## config.mk

```make
export PLATFORM = sky130hd
export DESIGN_NAME = mul_seq_ctrl
export DESIGN_NICKNAME = d
export VERILOG_FILES = /design/src/rtl/mul_seq_ctrl.sv
export SDC_FILE = /design/constraint.sdc
export NUM_CORES = 1
export LEC_CHECK = 0
export ABC_AREA = 1
export CAP_MARGIN = 20
export CELL_PAD_IN_SITES_DETAIL_PLACEMENT = 0
export CELL_PAD_IN_SITES_GLOBAL_PLACEMENT = 2
export CORE_MARGIN = 4
export CORE_UTILIZATION = 35
export CTS_BUF_LIST = sky130_fd_sc_hd__clkbuf_4 sky130_fd_sc_hd__clkbuf_8
export CTS_CLUSTER_SIZE = 25
export DETAILED_ROUTE_END_ITERATION = 7
export HOLD_SLACK_MARGIN = 0.05
export MAX_ROUTING_LAYER = met4
export PLACE_DENSITY = 0.88
export SYNTH_ARGS = -nofsm -noshare
export SYNTH_HDL_FRONTEND = slang
export SYNTH_SLANG_ARGS = --single-unit
```

## constraint.sdc

```tcl
create_clock -name clk_i -period 6.9 [get_ports clk_i]
set_input_delay 1.38 -clock clk_i [delete_from_list [all_inputs] [get_ports clk_i]]
set_output_delay 1.38 -clock clk_i [all_outputs]
set_load 0.02 [all_outputs]
```

## src/rtl/mul_seq_ctrl.sv

```systemverilog
// Multi-cycle shift-add sequencer for ALU_MUL: stalls the pipeline, iterates, pulses done_o.
// Optional macro MUL_EARLY_TERM_EN ends the iteration once the remaining multiplier bits are zero.

`ifndef ALU_MUL
`define ALU_MUL 3'b110
`endif

module mul_seq_ctrl #(
  parameter int WIDTH = 32
) (
  input  logic             clk_i,
  input  logic             rst_i,
  input  logic             valid_i,
  input  logic [2:0]       ALUCtrl_i,
  input  logic [WIDTH-1:0] data1_i,
  input  logic [WIDTH-1:0] data2_i,
  output logic             stall_o,
  output logic             done_o,
  output logic [WIDTH-1:0] result_o
);

  localparam int CNT_W = (WIDTH > 1) ? $clog2(WIDTH) : 1;
  localparam logic [CNT_W-1:0] CNT_LAST = CNT_W'(WIDTH - 1);

  typedef enum logic [1:0] {
    IDLE = 2'd0,
    BUSY = 2'd1,
    DONE = 2'd2
  } state_t;

  state_t           state;
  logic [WIDTH-1:0] mcand;
  logic [WIDTH-1:0] mplier;
  logic [WIDTH-1:0] acc;
  logic [CNT_W-1:0] cnt;
  logic             mul_req;
  logic             last_iter;

  assign mul_req = valid_i && (ALUCtrl_i == `ALU_MUL);

`ifdef MUL_EARLY_TERM_EN
  // Stop as soon as no set multiplier bits remain after this iteration's shift.
  assign last_iter = (cnt == CNT_LAST) || ((mplier >> 1) == '0);
`else
  assign last_iter = (cnt == CNT_LAST);
`endif

  // NOTE: all state lives in this one clocked block and uses <= so every
  // register sees the pre-edge values of the others (acc adds the old mcand).
  always_ff @(posedge clk_i or posedge rst_i) begin
    if (rst_i) begin
      state  <= IDLE;
      mcand  <= '0;
      mplier <= '0;
      acc    <= '0;
      cnt    <= '0;
      done_o <= 1'b0;
    end else begin
      done_o <= 1'b0;
      case (state)
        IDLE: begin
          if (mul_req) begin
            mcand  <= data1_i;
            mplier <= data2_i;
            acc    <= '0;
            cnt    <= '0;
            state  <= BUSY;
          end
        end
        BUSY: begin
          if (mplier[0]) acc <= acc + mcand;
          mcand  <= mcand << 1;
          mplier <= mplier >> 1;
          cnt    <= cnt + 1'b1;
          if (last_iter) begin
            state  <= DONE;
            done_o <= 1'b1;
          end
        end
        DONE:    state <= IDLE;
        default: state <= IDLE;
      endcase
    end
  end

  // Gated by rst_i so a MUL presented during reset never freezes the pipeline.
  assign stall_o  = !rst_i && (((state == IDLE) && mul_req) || (state == BUSY));
  assign result_o = acc;

endmodule

```

==> results of run 1 <==
==> cell usage after synthesis <==
library cell / instances / share of area (%)
nand3_1: 43 / 3.1
a22o_1: 3 / 0.37
clkinv_1: 1 / 0.053
nor2_1: 51 / 2.7
o211ai_1: 1 / 0.11
inv_2: 3 / 0.16
nand3b_1: 2 / 0.21
a221oi_2: 50 / 11
nand4_1: 4 / 0.35
xor2_1: 2 / 0.25
buf_6: 6 / 0.96
nor3_1: 63 / 4.5
fa_1: 1 / 0.28
ha_1: 33 / 5.9
inv_1: 185 / 9.9
or2_2: 1 / 0.089
a221oi_1: 10 / 1.2
clkbuf_1: 18 / 0.96
nand2_2: 2 / 0.18
o21ai_0: 9 / 0.64
o21bai_1: 3 / 0.32
nor3b_4: 1 / 0.27
nand2_1: 291 / 15
a21oi_1: 32 / 2.3
o31ai_1: 1 / 0.11
o21ai_1: 14 / 0.99
o22ai_1: 1 / 0.089
buf_2: 7 / 0.50
dfrtp_1: 104 / 37
nor2_2: 1 / 0.089
xnor2_1: 3 / 0.37
a21o_1: 1 / 0.11
==> final timing paths <==
kind,slack [ps],endpoint,depth (start not counted)
worst max-delay path,2390,stall_o,8
worst min-delay path,500,cnt[0],1
worst max register to register,4040,result_o[25],5
worst min register to register,500,cnt[0],1
max in group asynchronous,4290,result_o[16],3
min in group asynchronous,1390,mplier[9],2
==> layout make-up <==
type | instances | share of cell area, %
inverter | 189 | 8.37
clock inverter | 5 | 0.544
clock buffer | 11 | 1.78
tap | 265 | 3.90
multi-input combinational | 623 | 42.0
timing repair buffer | 108 | 12.8
sequential | 104 | 30.6
==> logic make-up after synthesis <==
family / after synthesis
adder cells (fa/ha/maj): 34
XOR/XNOR: 5
buffers and inverters: 220
AO/OA/AOI/OAI: 125
AND/OR/NAND/NOR: 459
flip-flops: 104
==> flip-flops by register name (all words and copies together) (netlist names) <==
register	flops
cnt	5
result_o	32
mplier	32
done_o	1
state	2
mcand	32
==> critical path, delay by kind of cell <==
family / cells / cell delay [ps]
buffers and inverters: 3 / 1110
AND/OR/NAND/NOR: 5 / 640
==> metal layers <==
layer | GRT usage (%) | up-vias | routed length, um
li1 | - | 3242 | -
met1 | 26.0 | 2834 | 9790
met2 | 28.5 | 94 | 8760
met3 | 2.88 | 15 | 839
met4 | 4.48 | 0 | 241
met5 | - | - | 0
==> through the flow <==
stage	instance area (sq um)	power (mW)	instances
3_3_place_gp	8280	4.13	1288
4_1_cts	8480	4.58	1304
6_report	8500	4.53	1305
5_1_grt	8500	5.07	1305
3_5_place_dp	8280	4.16	1288
2_1_floorplan	7050	3.29	947
==> where the power goes <==
| part | switching (mW) | internal, mW |
|---|---|---|
| clock network | 0.245 | 0.158 |
| logic | 1.91 | 1.12 |
| registers | 0.207 | 0.888 |
| total | 2.36 | 2.17 |
==> flow_summary.toml, run 1 <==
[run_status]
status = "finished, final reports clean"

[clocking]
cts_buffer_depth = 2
tritoncts = "yes"
cts-hold-fix-buffers = 0
cts_resized = 0
path_clk_slew_ps = 100
cts_buffers = 9
htreeDepth = 3
clock_latency_ps = 390
cts_sinks = 104
post-cts-setup-buffers = 0
root_buffer = "clkbuf_8"

[critical_path]
cp_cell_sequence = "clkdlybuf4s50_1 -> nand2_1 -> nor3b_4 -> nand2_2 -> nand2_2 -> inv_2 -> nor2_1 -> clkdlybuf4s50_1"
crit_path_start_kind = "input pin"
critical_path_class = "in2out"
cp-startpoint = "valid_i"
cpPeakStageDelay_ps = 610
required_ps = 5520
worst_setup_path_end_kind = "output port"
crit_path_top_delay_cell = "clkdlybuf4s50_1"
reg2reg_from = "state[1]"
cp_max_fo = 8
crit_arrival_ps = 3130

[timing]
max-slew-margin-rel_pct = 36.4
setup_violations = 0
rsz0062_at_grt = "false"
hold_viol_final = 0
slew_viol_final = 0
setup_slack_ps = 2390
period_needed_ps = 4510
period_share_pct = 65.4
tightest_slew_ps = 954
max_freq_ghz = 0.222
hold_ws_ps = 501
skew_ps = 21.8
setup_tns_ps = 0

[drt]
post_drt_wl_per_cell_um = 15.0
drt-total-wl_mm = 19.6
vias = 6185
drt_iter0_drc = 270
remaining_drc_errors = 0
vias_per_cell = 4.74
drt_first_pass_iters = 5
final_antenna_net_count = 0

[placement]
dp_hpwl_mm = 15.0
gp_congestion = 0.836
preCtsSetupSlack_ps = 2400
port_buffers = 103

[logic_synthesis]
synth_top_family_by_area = "simple AND/OR/NAND/NOR gates"
syn-num-nets = 1051
ys_ff_latch = 104
synth.distinct_cells = 32
yosys_warnings = 0
synth_area_per_cell_sq_um = 7.44
ys_seq_area_share_pct = 36.9
post_synth_and_or_nand_nor_area_fraction_pct = 26.9
syn_area_sq_um = 7050
synth-compound-area-share_pct = 16.9
synthAdderAreaFrac_pct = 6.14
synth_cells = 947
synth-xor-area-share_pct = 0.621
synth_mux_area_share_pct = 0

[finish]
mostFrequentLayoutCell = "nand2_1"
finalCoreUtilization_pct = 43.3
layout.nets = 1139
final_cell_mix = "nand2_1 (291), inv_1 (184), dfrtp_1 (104)"
antenna_cells = 0
num-fill-cells = 2078
area.growth.synth_to_final_pct = 20.6
multi_input_area_sq_um = 3570
drive_above_1_share_pct = 7.69
regArea_sq_um = 2600

[floorplanning]
die_y_um = 150
core_sq_um = 19700
die_area_sq_um = 22500
initial_core_util_pct = 35.9
io_pins = 104
die_w_um = 150
rows = 51

[grt]
grt_pass1_wl_mm = 32.0
grt_overflow = 0
grt_pass1_vias = 6068
antenna_found_initial = 0
grt_usage_pct = 18.6
grt_max_degree = 89

[power_and_ir_drop]
p_leak_nw = 4.36
ir_drop_mv = 0.227
powerDensity_nw_per_um2 = 533

[worst_hold_path]
hold_path.class = "reg2reg"
min_from = "cnt[0]"

[run]
cap_violations = 0
Note: power is estimated with default switching activity, not from simulation.
==> run 2: changes to the inputs <==
--- a/config.mk
+++ b/config.mk
@@ -10,13 +10,13 @@
 export CELL_PAD_IN_SITES_DETAIL_PLACEMENT = 0
 export CELL_PAD_IN_SITES_GLOBAL_PLACEMENT = 2
 export CORE_MARGIN = 4
-export CORE_UTILIZATION = 35
+export CORE_UTILIZATION = 32
 export CTS_BUF_LIST = sky130_fd_sc_hd__clkbuf_4 sky130_fd_sc_hd__clkbuf_8
 export CTS_CLUSTER_SIZE = 25
 export DETAILED_ROUTE_END_ITERATION = 7
 export HOLD_SLACK_MARGIN = 0.05
 export MAX_ROUTING_LAYER = met4
-export PLACE_DENSITY = 0.88
+export PLACE_DENSITY = 0.82
 export SYNTH_ARGS = -nofsm -noshare
 export SYNTH_HDL_FRONTEND = slang
 export SYNTH_SLANG_ARGS = --single-unit
==> constraint.sdc (replaced) <==
create_clock -name clk_i -period 4.69 [get_ports clk_i]
set_input_delay 0.938 -clock clk_i [delete_from_list [all_inputs] [get_ports clk_i]]
set_output_delay 0.938 -clock clk_i [all_outputs]
set_load 0.02 [all_outputs]
==> run 2 against run 1 <==
  * Setup slack lost 1400 ps
  * Clock skew down 6.0 ps
  * Register-to-register slack got worse by 2100 ps
  * Largest cell class unchanged
  * Clock power increased by 54%
  * Sequential share of layout area is 0.11 points lower
  * Worst hold slack improved by 18 ps
  * Global-route usage fell by 1.6 points
  * Final area increased by 0.37%
  * Total power increased by 48%
  * Core utilization down 4.0 points
==> flow_summary.toml, run 2 (synthesis results as in run 1) <==
[placement]
dpl_cell_area_sq_um = 8320
port_buffers = 103
dp_hpwl_mm = 15.2
gp_congestion = 0.839
placed_cells = 1306

[drt]
drt-total-wl_mm = 19.7
remaining_drc_errors = 0
vias = 6122
post_drt_wl_per_cell_um = 14.9
final_antenna_net_count = 0
drt_iter0_drc = 264
vias_per_cell = 4.62
drt_first_pass_iters = 4

[critical_path]
cp_max_fo = 8
worst_setup_path_end_kind = "output port"
crit_path_start_kind = "input pin"
critical_path_class = "in2out"
crit_arrival_ps = 2720
cp-startpoint = "ALUCtrl_i[2]"
cpPeakStageDelay_ps = 610
path_delay_family = "buffers and inverters"
cp_num_buf_inv = 3
crit_path_top_delay_cell = "clkdlybuf4s50_1"
reg2reg_from = "state[0]"
cp_cell_sequence = "clkdlybuf4s50_1 -> nand2_1 -> nor3b_4 -> nand2_2 -> nand2_2 -> inv_2 -> nor2_1 -> clkdlybuf4s50_1"
required_ps = 3750

[floorplanning]
die_w_um = 156
core_sq_um = 21800
io_pins = 104
initial_core_util_pct = 32.4
rows = 54
die_area_sq_um = 24500
die_y_um = 156

[grt]
grt_pass1_wl_mm = 31.8
antenna_found_initial = 2
grt_usage_pct = 17.0
grt_pass1_vias = 6047
grt_max_degree = 65
grt_overflow = 0

[finish]
regArea_sq_um = 2600
mostFrequentLayoutCell = "nand2_1"
layout.nets = 1141
num-fill-cells = 2345
stdcell_count = 1324
fin_area_sq_um = 8530
multi_input_area_sq_um = 3570
area.growth.synth_to_final_pct = 21.1
drive_above_1_share_pct = 7.87
final_cell_mix = "nand2_1 (291), inv_1 (184), dfrtp_1 (104)"

[clocking]
post-cts-setup-buffers = 0
cts_sinks = 104
path_clk_slew_ps = 120
cts_resized = 0
cts-hold-fix-buffers = 0
root_buffer = "clkbuf_8"
cts_buffer_depth = 2
cts_buffers = 9
clock_latency_ps = 400
tritoncts = "yes"
htreeDepth = 3

[timing]
setup_tns_ps = 0
slew_viol_final = 0
hold_viol_final = 0
max-slew-margin-rel_pct = 35.2
period_needed_ps = 3660
tightest_slew_ps = 972
period_share_pct = 78.0
rsz0062_at_grt = "false"
skew_ps = 15.8
setup_violations = 0
max_freq_ghz = 0.273

[power_and_ir_drop]
ir_drop_mv = 0.266
powerDensity_nw_per_um2 = 785
p_leak_nw = 4.37
power_mw = 6.70

[run_status]
status = "finished, final reports clean"

[worst_hold_path]
min_from = "cnt[0]"
hold_path.class = "reg2reg"

[run]
cap_violations = 0
[run 2: through the flow]
stage	worst slack (ps)	hold WS, ps	util [%]
4_1_cts	1020	525	39.2
5_1_grt	909	534	39.2
3_3_place_gp	1040	489	38.2
6_report	1030	519	39.2
3_5_place_dp	1010	494	38.2
2_1_floorplan	1020	471	-
[run 2: cell type report]
type,instances,area share [%]
Timing Repair Buffer,110,12.7
Inverter,189,8.34
Sequential cell,104,30.5
Multi-Input combinational cell,623,41.8
Tap cell,280,4.10
Clock inverter,7,1.01
Clock buffer,9,1.45
Antenna cell,2,0.0586
[run 2: power breakdown]
part	total, mW	switching, mW	internal [mW]	leakage [nW]
clock	0.620	0.398	0.222	0.108
combinational	4.47	2.83	1.65	3.10
sequential	1.60	0.300	1.31	1.16
total	6.70	3.52	3.17	4.37
[run 2: final timing paths]
kind | to | slack (ps) | cells past startpoint
min | cnt[0] | 520 | 1
min reg2reg | cnt[0] | 520 | 1
max in group asynchronous | cnt[1] | 2810 | 3
max reg2reg | result_o[25] | 1950 | 7
min in group asynchronous | mplier[13] | 1070 | 2
max | stall_o | 1030 | 8
[run 2: routing by layer]
layer / global-route usage [%] / up-vias / part of all wire, %
li1: - / 3245 / -
met1: 24.3 / 2757 / 51
met2: 24.5 / 105 / 43
met3: 3.82 / 15 / 5.3
met4: 3.97 / 0 / 1.3
met5: - / - / 0
